`config.mk`:
```
export PLATFORM = sky130hd
export DESIGN_NAME = mac_cluster_feeder
export DESIGN_NICKNAME = d
export VERILOG_FILES = /design/src/rtl/mac_cluster_feeder_pkg.sv /design/src/rtl/mac_cfg_shadow.sv /design/src/rtl/mac_cluster_feeder.sv
export SDC_FILE = /design/constraint.sdc
export NUM_CORES = 1
export LEC_CHECK = 0
export CORE_ASPECT_RATIO = 0.6
export CORE_MARGIN = 3
export CORE_UTILIZATION = 30
export CTS_CLUSTER_SIZE = 8
export DETAILED_ROUTE_END_ITERATION = 7
export PLACE_DENSITY_LB_ADDON = 0.05
export SETUP_SLACK_MARGIN = 0.1
export SLEW_MARGIN = 40
export SYNTH_ARGS = -nofsm -noshare
export SYNTH_HDL_FRONTEND = slang
export SYNTH_HIERARCHICAL = 1
export SYNTH_SLANG_ARGS = --single-unit
```
`constraint.sdc`:
```
create_clock -name clk -period 10.1 [get_ports clk]
set_input_delay 1.01 -clock clk [delete_from_list [all_inputs] [get_ports clk]]
set_output_delay 1.01 -clock clk [all_outputs]
set_load 0.02 [all_outputs]
```
`src/rtl/mac_cluster_feeder_pkg.sv`:
```
// Shared types and constants for the MAC cluster feeder: FSM state encoding,
// default cluster widths and a sizing helper.
package mac_cluster_feeder_pkg;

  localparam int unsigned MAC_MIN_WIDTH  = 8;
  localparam int unsigned MAC_ACC_WIDTH  = 32;
  localparam int unsigned MAC_CONF_WIDTH = 4;

  typedef enum logic [1:0] {
    FEED_IDLE  = 2'd0,
    FEED_RUN   = 2'd1,
    FEED_DRAIN = 2'd2,
    FEED_DONE  = 2'd3
  } feed_state_e;

  function automatic int unsigned ceil_div(input int unsigned a, input int unsigned b);
    return (a + b - 1) / b;
  endfunction

endpackage

```
`src/rtl/mac_cfg_shadow.sv`:
```
// Config shadow: collects WORD_W-wide beats LS word first into a shadow register,
// then commits the whole word to the cluster one cycle after the final beat.
module mac_cfg_shadow
  import mac_cluster_feeder_pkg::*;
#(
  parameter int unsigned CFG_W  = 132,
  parameter int unsigned WORD_W = 32
) (
  input  logic              clk,
  input  logic              rst,
  input  logic              beat_valid,
  input  logic [WORD_W-1:0] beat_data,
  output logic [CFG_W-1:0]  cfg,
  output logic              cfg_loaded,
  output logic              cfg_idle
);

  localparam int unsigned CFG_WORDS = ceil_div(CFG_W, WORD_W);
  localparam int unsigned CNT_W     = (CFG_WORDS > 1) ? $clog2(CFG_WORDS) : 1;

  logic [CNT_W-1:0] cnt_q, cnt_d;
  logic [CFG_W-1:0] shadow_q, shadow_d;
  logic [CFG_W-1:0] cfg_q, cfg_d;
  logic             commit_q, commit_d;
  logic             loaded_q, loaded_d;

  // The final word may be narrower than WORD_W; its excess beat bits are dropped.
  for (genvar k = 0; k < CFG_WORDS; k++) begin : g_word
    localparam int unsigned LO = k * WORD_W;
    localparam int unsigned NB = (CFG_W - LO < WORD_W) ? (CFG_W - LO) : WORD_W;
    assign shadow_d[LO +: NB] = (beat_valid && cnt_q == CNT_W'(k)) ? beat_data[NB-1:0]
                                                                   : shadow_q[LO +: NB];
  end

  always_comb begin
    cnt_d    = cnt_q;
    cfg_d    = cfg_q;
    commit_d = 1'b0;
    loaded_d = loaded_q;
    if (commit_q) begin
      cfg_d    = shadow_q;
      loaded_d = 1'b1;
    end
    if (beat_valid) begin
      if (cnt_q == '0) loaded_d = 1'b0;
      if (cnt_q == CNT_W'(CFG_WORDS - 1)) begin
        cnt_d    = '0;
        commit_d = 1'b1;
      end else begin
        cnt_d = cnt_q + 1'b1;
      end
    end
  end

  always_ff @(posedge clk or posedge rst) begin
    if (rst) begin
      cnt_q    <= '0;
      shadow_q <= '0;
      cfg_q    <= '0;
      commit_q <= 1'b0;
      loaded_q <= 1'b0;
    end else begin
      cnt_q    <= cnt_d;
      shadow_q <= shadow_d;
      cfg_q    <= cfg_d;
      commit_q <= commit_d;
      loaded_q <= loaded_d;
    end
  end

  assign cfg        = cfg_q;
  assign cfg_loaded = loaded_q;
  assign cfg_idle   = (cnt_q == '0);

endmodule

```
`src/rtl/mac_cluster_feeder.sv`:
```
// Upstream feeder for the quad MAC cluster: loads the cluster config, streams
// operand beats with one-cycle enables, drains cluster latency and pulses done.
module mac_cluster_feeder
  import mac_cluster_feeder_pkg::*;
#(
  parameter int unsigned MIN_W    = MAC_MIN_WIDTH,
  parameter int unsigned ACC_W    = MAC_ACC_WIDTH,
  parameter int unsigned CONF_W   = MAC_CONF_WIDTH,
  parameter int unsigned WORD_W   = 32,
  parameter int unsigned PIPE_LAT = 2
) (
  input  logic                      clk,
  input  logic                      rst,
  input  logic                      cfg_valid,
  output logic                      cfg_ready,
  input  logic [WORD_W-1:0]         cfg_data,
  input  logic                      op_valid,
  output logic                      op_ready,
  input  logic [8*MIN_W-1:0]        op_data,
  input  logic                      start,
  input  logic [15:0]               op_count,
  output logic [MIN_W-1:0]          A0,
  output logic [MIN_W-1:0]          A1,
  output logic [MIN_W-1:0]          A2,
  output logic [MIN_W-1:0]          A3,
  output logic [MIN_W-1:0]          B0,
  output logic [MIN_W-1:0]          B1,
  output logic [MIN_W-1:0]          B2,
  output logic [MIN_W-1:0]          B3,
  output logic                      en,
  output logic [4*ACC_W+CONF_W-1:0] cfg,
  output logic                      busy,
  output logic                      done,
  output logic                      err
);

  localparam int unsigned CFG_W = 4 * ACC_W + CONF_W;
  localparam int unsigned DRN_W = $clog2(PIPE_LAT) + 1;

  feed_state_e        state_q, state_d;
  logic [15:0]        left_q, left_d;
  logic [DRN_W-1:0]   drain_q, drain_d;
  logic [8*MIN_W-1:0] opnd_q, opnd_d;
  logic               en_q, en_d;
  logic               err_q, err_d;
  logic               cfg_loaded, cfg_idle;

  mac_cfg_shadow #(
    .CFG_W  (CFG_W),
    .WORD_W (WORD_W)
  ) u_cfg_shadow (
    .clk        (clk),
    .rst        (rst),
    .beat_valid (cfg_valid & cfg_ready),
    .beat_data  (cfg_data),
    .cfg        (cfg),
    .cfg_loaded (cfg_loaded),
    .cfg_idle   (cfg_idle)
  );

  always_comb begin
    state_d = state_q;
    left_d  = left_q;
    drain_d = drain_q;
    opnd_d  = opnd_q;
    en_d    = 1'b0;
    err_d   = 1'b0;
    unique case (state_q)
      FEED_IDLE: begin
        if (start) begin
          if (cfg_loaded && cfg_idle) begin
            if (op_count == '0) begin
              state_d = FEED_DONE;
            end else begin
              left_d  = op_count;
              state_d = FEED_RUN;
            end
          end else begin
            err_d = 1'b1;
          end
        end
      end
      FEED_RUN: begin
        if (op_valid) begin
          opnd_d = op_data;
          en_d   = 1'b1;
          left_d = left_q - 16'd1;
          if (left_q == 16'd1) begin
            drain_d = '0;
            state_d = FEED_DRAIN;
          end
        end
      end
      FEED_DRAIN: begin
        if (drain_q == DRN_W'(PIPE_LAT - 1)) state_d = FEED_DONE;
        else                                 drain_d = drain_q + 1'b1;
      end
      FEED_DONE: state_d = FEED_IDLE;
      default:   state_d = FEED_IDLE;
    endcase
  end

  always_ff @(posedge clk or posedge rst) begin
    if (rst) begin
      state_q <= FEED_IDLE;
      left_q  <= '0;
      drain_q <= '0;
      opnd_q  <= '0;
      en_q    <= 1'b0;
      err_q   <= 1'b0;
    end else begin
      state_q <= state_d;
      left_q  <= left_d;
      drain_q <= drain_d;
      opnd_q  <= opnd_d;
      en_q    <= en_d;
      err_q   <= err_d;
    end
  end

  // cfg_ready is masked while rst is held so every output reads 0 in reset.
  assign cfg_ready = (state_q == FEED_IDLE) && !rst;
  assign op_ready  = (state_q == FEED_RUN);
  assign busy      = (state_q == FEED_RUN) || (state_q == FEED_DRAIN);
  assign done      = (state_q == FEED_DONE);
  assign en        = en_q;
  assign err       = err_q;

  assign {B3, A3, B2, A2, B1, A1, B0, A0} = opnd_q;

endmodule

```
# After elaboration in Yosys (flattened, before gate mapping)
# Cells that the tools add are included.
# W data, S select, Z words.
word_totals:
  reg_bits: 355
  latchBits: 0
  mem_bits_rw: 0
  mem_bits_ro: 0
  in_bits: 117
  out_inout_bits: 202
  memories: 0
op_classes:
  add_sub_neg: 3
  mul: 0
  n_div: 0
  magnitude_cmp: 0
  eq_ne: 16
  n_shift: 0
  n_mux: 27
  n_bitwise: 1
  reduce_logical: 18
op_table:
  columns: ["op", "count"]
  rows:
  - ["$mux W16", 4]
  - ["$pmux W16 S2", 1]
  - ["$mux W2", 9]
  - ["$eq A16 B1 Y1 const B", 1]
  - ["$logic_not A16 Y1", 1]
  - ["$sub A16 B1 Y16 const B", 1]
  - ["$ne A2 B2 Y1 const B", 6]
  - ["$mux W1", 10]
  - ["$reduce_and A5 Y1", 2]
  - ["$pmux W2 S4", 1]
  - ["$logic_and A1 B1 Y1", 7]
  - ["$eq A3 B2 Y1 const B", 2]
  - ["$eq A2 B1 Y1 const B", 2]
  - ["$eq A2 B2 Y1 const B", 2]
  - ["$pmux W2 S2", 1]
  - ["$reduce_and A4 Y1", 1]
  - ["$reduce_bool A2 Y1", 2]
  - ["$add A3 B1 Y3 const B", 1]
  - ["$eq A3 B1 Y1 const B", 1]
  - ["$eq A3 B3 Y1 const B", 1]
  - ["$logic_not A3 Y1", 1]
  - ["$mux W3", 1]
  - ["$add A2 B1 Y2 const B", 1]
  - ["$logic_not A2 Y1", 1]
  - ["5 further kinds", 5]

# Longest topological paths before layout
# Gate-level depths: netlist (run 1).
logic_depth:
  depth_word: 5
  ltp_mapped: 10

# Modules after synthesis
# Netlist (run 1), hierarchy kept.
by_module_without_submodules:
  columns: ["module", "instances", "cells_per_inst", "area_per_inst_um2"]
  rows:
  - ["mac_cfg_shadow", 1, 586, 10385.0]
  - ["mac_cluster_feeder", 1, 313, 3846.2]

# Worst setup path after synthesis (run 1)
# OpenSTA, ideal clock, no wires.
synth_path:
  kind: "input-to-reg"
  from: "in rst"
  to: "reg u_cfg_shadow.shadow_q[10]"
  setup_ns: 0.125
  arrival_time_ns: 2.288
  setup_slack_ns: 7.687
  cell_stages: 6
  n_path_buf: 2
  cell_sequence: "nor2b_1 > and2_1 > buf_6 > nand3b_4 > buf_6 > mux2_4"
synth_via:
  elab_chain_len: 4
synth_rtl:
  columns: ["item", "line_no", "rtl"]
  rows:
  - ["start, declared", "mac_cluster_feeder.sv:13", "input logic rst,"]
  - ["$logic_not A1 Y1 (no source line)", null, null]
  - ["$logic_and A1 B1 Y1", "mac_cluster_feeder.sv:122", "assign cfg_ready = (state_q == FEED_IDLE) && !rst;"]
  - ["$and A1 B1 Y1", "mac_cluster_feeder.sv:54", ".beat_valid (cfg_valid & cfg_ready),"]
  - ["$logic_and A1 B1 Y1", "mac_cfg_shadow.sv:31", "assign shadow_d[LO +: NB] = (beat_valid && cnt_q == CNT_W'(k)) ? beat_data[NB-1:0]"]
  - ["end signal, assigned", "mac_cfg_shadow.sv:64", "shadow_q <= shadow_d;"]
  - ["end, declared", "mac_cfg_shadow.sv:22", "logic [CFG_W-1:0] shadow_q, shadow_d;"]
# Every way passes these cells.
# A chain may end at the register's enable or synchronous reset.

# Worst setup path after layout (run 1)
layout_path:
  from: "in rst"
  to: "out cfg_ready"
layout_via:
  elab_chain_len: 2
layout_rtl:
  columns: ["item", "line_no", "rtl"]
  rows:
  - ["$logic_not A1 Y1 (no source line)", null, null]
  - ["$logic_and A1 B1 Y1", "mac_cluster_feeder.sv:122", null]
  - ["end, declared", "mac_cluster_feeder.sv:15", "output logic cfg_ready,"]
# Every way passes these cells.

==> reports/qor.yml, run 1 <==
ys_dominant_reg_cell: "dfrtp_1"
hold_class: "reg2reg"
number_of_flops_mapped_to_enable_cells_by_yosys: 0
wire_length_of_the_first_global_routing_pass_mm: 57.0
drive_gt1_frac: 0.327
grt_antenna_before_repair: 0
dr.pass1.iters: 5
synth.cell_area_um2: 14200
rows: 61
rsz0062_at_grt: "no"
uppermost_signal_routing_layer_after_detailed_routing: "met4"
die_span_in_y_um: 175
finalSetupTns_ns: 0
number_of_setup_violations_in_the_final_report: 0
routed-via-count: 8384
design.final.nets: 1365
end_kind: "output pin"
critical_path.endpoint: "cfg_ready"
timing.final.crit_period_ns: 3.48
core-area_um2: 46600
num_io_pins: 319
reg2reg_slack_ns: 7.15
maxCapViolations: 0
timing.rr.end: "u_cfg_shadow/shadow_q[80]$_DFFE_PP0P_"
route.layer.met1.wl_mm: 17.7
ff_latch_count_synth: 355
worst_skew_pair.late_latency_ns: 0.55
timing.reg2reg.worst_path_depth: 6
routabilityCongestion: 0.722
finalWirelength_mm: 36.9
post-cts-setup-buffer-count: 0
area.growth.synth_to_final_pct: 36.1
cts.reportedPaths.clkPinSlew_ns: 0.05
vdd.ir_drop.worst_mv: 0.140
worst_r2r_startpoint: "state_q[0]$_DFFE_PP0P_"
timing.fmax_mhz: 287
dieArea_um2: 50200
post_cts.resized_instances: 0
critPathArrivalTime_ns: 2.47
floorplan.die.width_um: 287
synthCells: 899
num_antenna_cells: 0
p_leak_nw: 8.89
timing_hold_violations_final: 0
max_slew_margin: 0.514
tritoncts_num_sinks: 355
drc: 0
cts-htree-levels: 2
floorplan.initialDensity: 0.306
clockBufferDepth: 3
grt_pass1_vias: 9118
criticalPathCategory: "in2out"
routed_wire_length_per_instance_um: 19.7
route.met2.wl_mm: 16.7
required_ns: 9.09
post_synth.cell_area_avg_um2: 15.8
fin_worst_skew_ns: 0.0138
sequential_fraction_of_the_synthesis_area: 0.624
top_fanout_value_on_the_critical_path: 3
transition_at_the_pin_with_the_smallest_max_transition_slack_ns: 0.730
ys_async_sr_fraction: 1.00
timing.critical_path.from_type: "input port"
grt-ovfl-total: 0
synth.distinct_cells: 46
routed_vias_inst: 4.48
power_density_nw_per_um2: 311
cts-root-buf: "clkbuf_16"
ant_nets: 0
finalCritPeriodShare: 0.345
max_slew_violation_count: 0
synthesis.nets: 1029
filler_instances: 4339
worst_setup_sp: "rst"
sum_of_met3_wire_segment_lengths_after_detailed_routing_mm: 1.92
postCtsHoldBufs: 0
fin_worst_hold_slack_ns: 0.490
run_status: "complete, no violations"
tritoncts: "done"
global_route_usage_over_all_layers: 0.147
tritoncts.num_buffers: 50
dp_wirelength_mm: 24.1
detail_route.iter0.violations: 342
synthesis.yosys.warnings: 6
place.port_buffers: 318
grt_max_degree: 117
worst min path at each step:
| stage | end | cells past startpoint | startpoint | slack, ns |
|---|---|---|---|---|
| 6_report | u_cfg_shadow/cfg[116]$_DFFE_PP0P_ | 1 | u_cfg_shadow/shadow_q[116]$_DFFE_PP0P_ | 0.49 |
| 3_5_place_dp | u_cfg_shadow/cfg[76]$_DFFE_PP0P_ | 1 | u_cfg_shadow/shadow_q[76]$_DFFE_PP0P_ | 0.49 |
| 2_1_floorplan | err$_DFF_PP0_ | 1 | u_cfg_shadow/cfg_loaded$_DFF_PP0_ | 0.44 |
| 3_3_place_gp | u_cfg_shadow/cfg[84]$_DFFE_PP0P_ | 1 | u_cfg_shadow/shadow_q[84]$_DFFE_PP0P_ | 0.48 |
| 4_1_cts | u_cfg_shadow/cfg[116]$_DFFE_PP0P_ | 1 | u_cfg_shadow/shadow_q[116]$_DFFE_PP0P_ | 0.49 |
| 5_1_grt | u_cfg_shadow/shadow_q[112]$_DFFE_PP0P_ | 1 | u_cfg_shadow/shadow_q[112]$_DFFE_PP0P_ | 0.51 |
synthesized netlist by cell type (all sizes together), types with 4 or more instances:
library cell / instances / area, µm²
a21oi: 27 / 135
buf: 38 / 298
clkbuf: 5 / 18.8
dfrtp: 355 / 8880
ha: 13 / 163
inv: 17 / 63.8
mux2: 328 / 3920
mux2i: 4 / 40.0
nand2: 24 / 90.1
nand2b: 8 / 50.1
nand3: 9 / 50.1
nand3b: 4 / 67.6
nor2: 9 / 33.8
nor4: 8 / 77.6
o21ai: 11 / 55.1
o22ai: 9 / 56.3
worst max-delay path, cell delays in order:
cell             delay, ns
clkdlybuf4s50_1       0.59
nor2b_1               0.22
clkdlybuf4s50_1       0.65
report_power, final:
group	internal, mW	leakage, nW	switching (mW)
Combinational	1.20	3.63	0.994
Sequential	2.02	4.62	0.345
Clock	0.871	0.640	0.594
per-layer routing:
| layer | vias to the layer above | GRT usage |
|---|---|---|
| li1 | 3869 | - |
| met1 | 4295 | 0.206 |
| met2 | 169 | 0.227 |
| met3 | 51 | 0.0405 |
| met4 | 0 | 0.0326 |
| met5 | - | 0 |
sequential cells by signal (all words and copies together) (netlist names):
register,cells
u_cfg_shadow/cfg,132
u_cfg_shadow/shadow_q,132
opnd_q,64
left_q,16
u_cfg_shadow/cnt_q,3
drain_q,2
state_q,2
en,1
err,1
u_cfg_shadow/cfg_loaded,1
u_cfg_shadow/commit_q,1
kinds of logic after synthesis:
family                   share of synthesized area
adder cells (fa/ha/maj)                     0.0114
AND/OR/NAND/NOR                             0.0320
buffers and inverters                       0.0267
flip-flops                                   0.624
AO/OA/AOI/OAI                               0.0277
multiplexers                                 0.278
area by class of cell:
cell class,count,area [µm²],share of cell area
Clock inverter,4,38.8,0.00200
Sequential cell,355,8890,0.459
Timing Repair Buffer,327,3320,0.171
Inverter,17,77.6,0.00401
Clock buffer,53,1260,0.0652
Tap cell,630,788,0.0407
Multi-Input combinational cell,484,4990,0.258
cell usage in the layout (no fill, tap or decap), types with 2 or more instances in the layout:
| cell | n |
|---|---|
| clkinv_2 | 2 |
| mux2_4 | 59 |
| a22o_1 | 2 |
| nor4_1 | 5 |
| nor4_2 | 2 |
| o21a_1 | 2 |
| inv_6 | 2 |
| nand3_1 | 8 |
| nand3b_4 | 3 |
| clkbuf_1 | 3 |
| o21ai_0 | 11 |
| ha_1 | 12 |
| and2_1 | 3 |
| buf_6 | 3 |
| nor2b_1 | 3 |
| nor2_1 | 9 |
| mux2i_1 | 4 |
| o41ai_1 | 2 |
| a21oi_1 | 27 |
| buf_12 | 2 |
| mux2_2 | 269 |
| o22ai_1 | 9 |
| nand2_1 | 23 |
| nand2b_1 | 8 |
| clkbuf_16 | 50 |
| inv_1 | 14 |
| dfrtp_1 | 354 |
| nor3_1 | 2 |
| clkbuf_8 | 2 |
| clkdlybuf4s50_1 | 318 |
stage by stage:
stage / instances / setup slack, ns / cell area (µm²) / power (mW) / util
after floorplan: 899 / 1.68 / 14200 / 3.61 / -
after detailed placement: 1810 / 6.18 / 18000 / 4.61 / 0.386
after CTS: 1867 / 6.45 / 19300 / 6.14 / 0.414
final: 1870 / 6.62 / 19400 / 6.03 / 0.416
after global placement: 1810 / 6.35 / 17900 / 4.58 / 0.386
after global routing: 1870 / 6.55 / 19400 / 6.39 / 0.416
(Power assumes the default switching activity.)
==> run 2: changes to the inputs <==
Clock period 10.1 ns to 2.9 ns, I/O delays scaled along.
==> run 2 against run 1 <==
  * Core utilization grew 0.28 points
  * Sequential power grew to 3.5 times the previous value
  * Via count grew 0.85%
  * Wire length shrank 0.54%
  * Combinational power grew to 3.5 times the previous value
  * First-iteration DRC count shrank 5.3%
  * Worst hold slack lost 0.35 ns
  * Cell area grew 0.68%
  * Critical endpoint is now left_q[7]$_DFFE_PP0P_
==> reports/qor.yml, run 2 (synthesis gave the netlist of run 1 again) <==
post-cts-setup-buffer-count: 0  # unchanged
detail_route.iter0.violations: 324  # -5.3%
num_io_pins: 319  # unchanged
drc: 0  # unchanged
tritoncts.num_buffers: 50  # unchanged
met1_usage: 0.206  # -0.000516
top_family_by_delay_on_critical_path: "compound AO/OA/AOI/OAI gates"
criticalPathCategory: "reg2reg"
power_switching_share: 0.318  # -0.00264
grt_pass1_vias: 9335  # +2.4%
dr.pass1.iters: 4  # -1
dp.cells: 1829  # +1.0%
vdd.ir_drop.worst_mv: 0.454  # +220%
routed_wire_length_per_instance_um: 19.5  # -1.3%
power.sequential.fraction: 0.391  # about the same
dp_slack_ns: 0.367  # -5.81 ns
tritoncts_num_sinks: 355  # unchanged
hold_class: "in2async"
postCtsHoldBufs: 0  # unchanged
critical_path.n_buffers_inverters: 2  # unchanged
timing.critical_path.cells: "inv_1 > ha_1 > nor2b_1 > nand3_1 > a21oi_1 > a21o_1 > buf_4 > o2bb2a_1"
layout_commonest_cell: "dfrtp_1"
floorplan.die.width_um: 287  # unchanged
rows: 61  # unchanged
max_slew_margin: 0.579  # +0.0657
post_cts.resized_instances: 0  # unchanged
grt_use_met2: 0.228  # +0.00110
p_sw_mw: 6.69  # +250%
core-area_um2: 46600  # unchanged
fin_worst_skew_ns: 0.0123  # -0.00148 ns
required_ns: 3.33  # -5.76 ns
finalWirelength_mm: 36.7  # -0.54%
finish.instance_area_um2: 19500  # +0.68%
grt_antenna_before_repair: 1  # +1
wire_length_of_the_first_global_routing_pass_mm: 57.7  # +1.3%
drive_gt1_frac: 0.335  # +0.00751
timing.final.ws_setup_ns: 0.346  # -6.27 ns
global_route_usage_over_all_layers: 0.148  # +0.000949
rsz0062_at_grt: "no"
floorplan.initialDensity: 0.306  # unchanged
timing.final.crit_period_ns: 2.55
routabilityCongestion: 0.754  # +4.4%
transition_at_the_pin_with_the_smallest_max_transition_slack_ns: 0.631  # -0.0985 ns
power_density_nw_per_um2: 1080  # +250%
number_of_setup_violations_in_the_final_report: 0  # unchanged
pwr-share-clk: 0.243  # about the same
timing.fmax_mhz: 392
finalCritPeriodShare: 0.881
dp_wirelength_mm: 25.1  # +3.9%
final_cells: 1885  # +0.80%
grt-busiest-layer: "met2"
max_slew_violation_count: 0  # unchanged
worst_path_largest_cell_delay_ns: 0.53  # -0.12 ns
timing.critical_path.from_type: "register"
end_kind: "register"
ant_nets: 0  # unchanged
run_status: "complete, no violations"
timing_hold_violations_final: 0  # unchanged
slowest_stage: "a21o_1"
grt-ovfl-total: 0  # unchanged
worst_skew_pair.late_latency_ns: 0.55  # about the same
power.internal_mw: 14.3  # +250%
die_span_in_y_um: 175  # unchanged
dieArea_um2: 50200  # unchanged
maxCapViolations: 0  # unchanged
seqCellArea_um2: 8890  # unchanged
comb_power_share: 0.366  # about the same
tritoncts: "done"
critPathArrivalTime_ns: 2.98  # +0.51 ns
final_cell_mix: "dfrtp_1 (354), clkdlybuf4s50_1 (318), mux2_2 (269)"
place.port_buffers: 318  # unchanged
placedInstanceArea_um2: 18200  # +1.2%
routed-via-count: 8455  # +0.85%
multiInputGateArea_um2: 4970  # -0.38%
routed_vias_inst: 4.49  # about the same
cts-htree-levels: 2  # unchanged
met3_usage: 0.0411  # +0.000522
top_fanout_value_on_the_critical_path: 18  # +15
area.growth.synth_to_final_pct: 37.0
finalCoreUtilization: 0.419  # +0.00285
clockBufferDepth: 3  # unchanged
p_leak_nw: 8.96  # +0.81%
cts.reportedPaths.clkPinSlew_ns: 0.05  # about the same
design.final.nets: 1381  # +1.2%
filler_instances: 4265  # -1.7%
grt_max_degree: 75  # -36%
cts-root-buf: "clkbuf_16"
==> run 2: path summary, 6_finish.rpt <==
check	from	to	slack, ns	depth (start not counted)
max reg2reg	u_cfg_shadow/cnt_q[0]$_DFFE_PP0P_	left_q[7]$_DFFE_PP0P_	0.35	8
min reg2reg	u_cfg_shadow/shadow_q[71]$_DFFE_PP0P_	u_cfg_shadow/cfg[71]$_DFFE_PP0P_	0.49	1
min	rst	u_cfg_shadow/shadow_q[69]$_DFFE_PP0P_	0.14	2
max in group asynchronous	rst	u_cfg_shadow/shadow_q[88]$_DFFE_PP0P_	2.05	3
max	u_cfg_shadow/cnt_q[0]$_DFFE_PP0P_	left_q[7]$_DFFE_PP0P_	0.35	8
min in group clk	start	err$_DFF_PP0_	0.32	3
==> run 2: final cells by class <==
class                      instances  area share
timing repair buffer             343       0.178
antenna                            1    0.000128
sequential                       355       0.456
clock buffer                      53      0.0664
tap                              630      0.0404
inverter                          17     0.00353
clock inverter                     2    0.000706
multi-input combinational        484       0.255
==> run 2: metrics by stage <==
| step | power (mW) | hold WS (ns) | setup TNS, ns |
|---|---|---|---|
| floorplan | 12.6 | 0.400 | -253.79 |
| global route | 22.3 | 0.148 | 0 |
| global placement | 16.0 | 0.481 | 0 |
| CTS | 21.4 | 0.113 | 0 |
| finish | 21.0 | 0.138 | 0 |
| detailed placement | 16.1 | 0.486 | 0 |
==> run 2: worst register-to-register path: cells and delay by family (launching register included) <==
family                   cells  cell delay (ns)
AND/OR/NAND/NOR              2             0.37
AO/OA/AOI/OAI                3             1.01
adder cells (fa/ha/maj)      1             0.27
buffers and inverters        2             0.38
flip-flops                   1             0.42
==> run 2: power by group through the flow <==
stage | Clock [mW] | Sequential, mW | Combinational [mW]
3_3_place_gp | 0 | 8.25 | 7.79
2_1_floorplan | 0 | 9.36 | 3.20
4_1_cts | 5.33 | 8.24 | 7.85
5_1_grt | 5.56 | 8.53 | 8.24
3_5_place_dp | 0 | 8.27 | 7.83
6_report | 5.10 | 8.23 | 7.70
==> run 2: per-layer routing <==
layer  wire length [µm]  part of all wire  vias to the layer above
li1                   -                 -                     3894
met1              17100              0.47                     4309
met5                  0                 0                        -
met3               2080             0.057                       60
met4                701             0.019                        0
met2              16800              0.46                      192
